## config.mk

```make
export PLATFORM = sky130hd
export DESIGN_NAME = systolic_skew_feeder
export DESIGN_NICKNAME = d
export VERILOG_FILES = /design/src/rtl/systolic_skew_feeder_pkg.sv /design/src/rtl/systolic_skew_feeder_skew_lane.sv /design/src/rtl/systolic_skew_feeder.sv
export SDC_FILE = /design/constraint.sdc
export NUM_CORES = 1
export LEC_CHECK = 0
export BUFFER_PORTS_ARGS = -buffer_cell sky130_fd_sc_hd__buf_2
export CAP_MARGIN = 20
export CORE_MARGIN = 2
export CORE_UTILIZATION = 40
export DETAILED_ROUTE_END_ITERATION = 8
export PLACE_DENSITY = 0.64
export SLEW_MARGIN = 10
export SYNTH_ARGS = -nofsm -noshare
export SYNTH_HDL_FRONTEND = slang
export SYNTH_HIERARCHICAL = 1
export SYNTH_SLANG_ARGS = --single-unit
```

## constraint.sdc

```tcl
create_clock -name clk -period 1.9 [get_ports clk]
set_input_delay 0.57 -clock clk [delete_from_list [all_inputs] [get_ports clk]]
set_output_delay 0.57 -clock clk [all_outputs]
set_load 0.01 [all_outputs]
```

## src/rtl/systolic_skew_feeder_pkg.sv

```systemverilog
// systolic_pkg: shared defaults, FSM states and drain-length helper for the skew feeder
package systolic_pkg;
  localparam int ARRAY_SIZE_DEF = 8;
  localparam int DATA_WIDTH_DEF = 4;
  typedef enum logic [1:0] {IDLE, STREAM, DRAIN} state_t;
  function automatic int flush_len(input int n);
    return 2 * n - 1;
  endfunction
endpackage

```

## src/rtl/systolic_skew_feeder_skew_lane.sv

```systemverilog
// skew_lane: DEPTH+1 stage zero-filling delay line; ports clk, reset, en (accept), d, q
module skew_lane #(
  parameter int DEPTH = 0,
  parameter int DATA_WIDTH = 4
) (
  input  logic clk,
  input  logic reset,
  input  logic en,
  input  logic [DATA_WIDTH-1:0] d,
  output logic [DATA_WIDTH-1:0] q
);
  logic [DATA_WIDTH-1:0] stage [DEPTH+1];
  always_ff @(posedge clk) begin
    if (reset) begin
      for (int k = 0; k <= DEPTH; k++) stage[k] <= '0;
    end else begin
      stage[0] <= en ? d : '0;
      for (int k = 1; k <= DEPTH; k++) stage[k] <= stage[k-1];
    end
  end
  assign q = stage[DEPTH];
endmodule

```

## src/rtl/systolic_skew_feeder.sv

```systemverilog
// systolic_skew_feeder: skews activation/weight beats into a diagonal wavefront, then drains and pulses done; ports: handshake in, skewed vectors/load/busy/done/beat_count out
module systolic_skew_feeder
  import systolic_pkg::*;
#(
  parameter int ARRAY_SIZE = ARRAY_SIZE_DEF,
  parameter int DATA_WIDTH = DATA_WIDTH_DEF,
  parameter int CNT_WIDTH = 8
) (
  input  logic clk,
  input  logic reset,
  input  logic in_valid,
  output logic in_ready,
  input  logic in_last,
  input  logic [ARRAY_SIZE*DATA_WIDTH-1:0] in_act,
  input  logic [ARRAY_SIZE*DATA_WIDTH-1:0] in_wt,
  output logic [ARRAY_SIZE*DATA_WIDTH-1:0] activations,
  output logic [ARRAY_SIZE*DATA_WIDTH-1:0] weights,
  output logic load,
  output logic busy,
  output logic done,
  output logic [CNT_WIDTH-1:0] beat_count
);
  localparam int FW = $clog2(2 * ARRAY_SIZE);
  state_t state, state_n;
  logic [FW-1:0] cnt, cnt_n;
  logic acc;
  assign in_ready = state != DRAIN;
  assign acc = in_valid && in_ready;
  assign busy = state != IDLE;
  // Drain counter is loaded on entry; the cycle whose decrement reaches 0 is the exit cycle.
  always_comb begin
    state_n = state;
    cnt_n = cnt;
    if (acc && in_last) begin
      state_n = DRAIN;
      cnt_n = FW'(flush_len(ARRAY_SIZE));
    end else if (acc && state == IDLE) begin
      state_n = STREAM;
    end else if (state == DRAIN) begin
      cnt_n = cnt - 1'b1;
      state_n = cnt == FW'(1) ? IDLE : DRAIN;
    end
  end
  always_ff @(posedge clk) begin
    if (reset) begin
      state <= IDLE;
      cnt <= '0;
      load <= 1'b0;
      done <= 1'b0;
      beat_count <= '0;
    end else begin
      state <= state_n;
      cnt <= cnt_n;
      load <= state_n != IDLE;
      done <= state_n == DRAIN && cnt_n == FW'(1);
      if (acc) beat_count <= state == IDLE ? CNT_WIDTH'(1) : beat_count + CNT_WIDTH'(!(&beat_count));
    end
  end
  for (genvar i = 0; i < ARRAY_SIZE; i++) begin : g_lane
    skew_lane #(.DEPTH(i), .DATA_WIDTH(DATA_WIDTH)) u_act (
      .clk(clk), .reset(reset), .en(acc),
      .d(in_act[i*DATA_WIDTH +: DATA_WIDTH]),
      .q(activations[i*DATA_WIDTH +: DATA_WIDTH])
    );
    skew_lane #(.DEPTH(i), .DATA_WIDTH(DATA_WIDTH)) u_wt (
      .clk(clk), .reset(reset), .en(acc),
      .d(in_wt[i*DATA_WIDTH +: DATA_WIDTH]),
      .q(weights[i*DATA_WIDTH +: DATA_WIDTH])
    );
  end
endmodule

```

==> impl_metrics.toml <==
[outcome]
status = "complete, no violations"

[grt]
grt_use_total_pct = 10.87
grt_max_degree = 66
antenna_found_initial = 1
grt_pass1_wl_mm = 21.74
grt_overflow = 0
first_global_vias = 4548

[timing]
slew_headroom_pct = 80.58
setup_viol = 0
finalCritPeriodShare_pct = 97.71
fin_worst_skew_ns = 0.02266
tns_ns = 0
hold_violations = 0
rsz0062_at_grt = "yes"
finalCriticalPeriod_ns = 1.857
setup_ws_ns = 0.04345
worstMarginPinSlew_ns = 0.2913
drv_slew = 0
holdWs_ns = 0.2662
fmaxAchievable_ghz = 0.5386

[cts]
h-tree-depth = 1
cts_made_buffers = 31
root_buffer = "clkbuf_16"
clkSlewWorstSetupHoldPaths_ns = 0.06
cts_sinks = 304
cts_tree = "yes"
clk_path_buf_depth = 3
clk_latency_ns = 0.54

[setup_path]
worstPathArrival_ns = 1.29
reg2reg_depth = 7
critical-path-slowest-cell = "dfxtp_2"
r2r_end = "beat_count[6]"
setup.worst_path.end_class = "output pin"
worstSetupStartpointType = "flip-flop"
path_max_fanout = 4
r2r_start = "beat_count[5]"
r2r_slack_ns = 0.24
required_ns = 1.33
path_cells = "and2b_4, inv_6, buf_6"
path_class = "reg2out"
slowest_delay_ns = 0.33

[hold_path]
hold_class = "in2reg"
hold_path_depth = 2
hold_start = "in_last"
holdPathEnd = "state[0]"

[detailed_routing]
vias_per_cell = 4.209
ant_nets = 0
vias = 4924
wl_mm = 13.35
drtIter0Drc = 111
dr.pass1.iters = 4
drc = 0
wire_per_inst_um = 11.41

[floorplanning]
core-area_sq_um = 22640
row_count = 55
die_x_um = 156.1
die-area_sq_um = 24350
io_pins = 144
die_y_um = 156.1
start_util_pct = 40.85

[power]
power_density_nw_per_um2 = 1186
finalPower_mw = 13.15
leakage_nw = 5.001
ir_drop_mv = 0.8378

[flow_run]
drv_cap = 0

[cells_and_area]
nets = 933
fillers = 2011
most-common-layout-cells = "302 x dfxtp_1, 147 x nor2b_1, 141 x buf_2, 58 x nor2b_2, 40 x and3b_1"
layout_commonest_cell = "dfxtp_1"
area_growth_pct = 19.82
drive_above_1_share_pct = 36.54
post-route-util_pct = 48.94

[logic_synthesis]
postSynth.asyncResetShare_pct = 0
syn-cell-area_sq_um = 9248
syn-instance-count = 729
synth_cell_types = 38
ys_ff_latch = 304
postSynthAreaPerCell_sq_um = 12.69
synth_seq_area_share_pct = 65.81
synth_edf_count = 0
synth_nets = 801
synthFlopType = "dfxtp_1"
yosysWarnings = 6

[placed_design]
dp_slack_ns = 0.2524
dp_hpwl_mm = 8.142
io_buffers = 143
globalplace.congestion = 0.7664
timing repair:
action / CTS / global route
buffers inserted: 3 / 0
endpoints found under the setup margin: 1 / 1
hold buffers: 0 / 0
resized for setup: 4 / 1
registers in the layout (all words and copies together), names as in the netlist:
name and flops:
g_lane.u_act/stage 144, done 1, g_lane.u_wt/stage 144, load 1, beat_count 8, cnt 4
state 2
layout make-up:
class	count	area, sq um	share of cell area, %
Timing Repair Buffer	163	932.1	8.412
Multi-Input combinational cell	354	2616	23.61
Clock inverter	13	182.7	1.649
Antenna cell	1	2.502	0.02258
Tap cell	285	356.6	3.218
Inverter	7	31.28	0.2823
Clock buffer	43	870.8	7.859
Sequential cell	304	6088	54.95
cell families after synthesis:
| logic type | after synthesis | synth area share [%] |
|---|---|---|
| and+or+nand+nor | 328 | 25.98 |
| muxes | 1 | 0.1623 |
| DFF | 304 | 65.81 |
| adders and majority gates | 4 | 0.5412 |
| xor gates and xnor gates | 5 | 0.4735 |
| buffers and inverters | 71 | 5.926 |
| AOI/OAI and AO/OA | 16 | 1.110 |
cells in the mapped netlist, types with 2 or more instances:
library cell | number | area [sq um]
nor2b_1 | 147 | 919.6
nand4_1 | 2 | 12.51
and3b_1 | 40 | 350.3
clkbuf_4 | 2 | 15.01
nand3_1 | 2 | 10.01
or3_1 | 2 | 12.51
and3_1 | 2 | 12.51
and4_1 | 2 | 17.52
inv_1 | 6 | 22.52
a21oi_1 | 6 | 30.03
ha_1 | 4 | 50.05
nor2b_2 | 58 | 508.0
nor3_1 | 2 | 10.01
and3b_2 | 24 | 240.2
and2_1 | 2 | 12.51
buf_4 | 43 | 322.8
and2b_2 | 20 | 175.2
nor2_1 | 14 | 52.55
dfxtp_1 | 304 | 6086
o21ai_0 | 4 | 20.02
buf_2 | 4 | 20.02
buf_6 | 14 | 157.7
xor2_1 | 4 | 35.03
nand2_1 | 7 | 26.28
power by group:
group / total, mW / switching (mW) / internal, mW
logic: 0.498 / 0.252 / 0.246
clock network: 6.10 / 2.36 / 3.74
registers: 6.55 / 0.0384 / 6.51
routing by layer:
layer,share of wire [%],global-route usage [%]
met1,44,13.47
met2,45,17.70
met3,8.0,3.861
met4,2.9,3.539
met5,0,0
worst max-delay path by stage:
stage | from | to | slack (ns) | depth (start not counted)
final | state[0] | in_ready | 0.04 | 3
after global routing | state[0] | in_ready | -0.0004 | 3
after CTS | state[0] | in_ready | 0.03 | 3
after detailed placement | beat_count[5] | beat_count[4] | 0.25 | 7
after global placement | beat_count[5] | beat_count[4] | 0.33 | 7
after floorplan | in_valid | g_lane[1].u_act/stage[0][0] | 0.02 | 4
per-stage QoR:
stage          cells  instance area (sq um)
6_report        1170                  11080
5_1_grt         1169                  11080
2_1_floorplan    729                   9248
4_1_cts         1169                  11080
3_5_place_dp    1110                   9988
3_3_place_gp    1110                   9988
critical path, delay by kind of cell, from the launching register on:
family,cells,cell delay (ns)
simple gates,1,0.27
flops,1,0.33
buf+inv,2,0.14
Power figures use the tool's default switching activity.
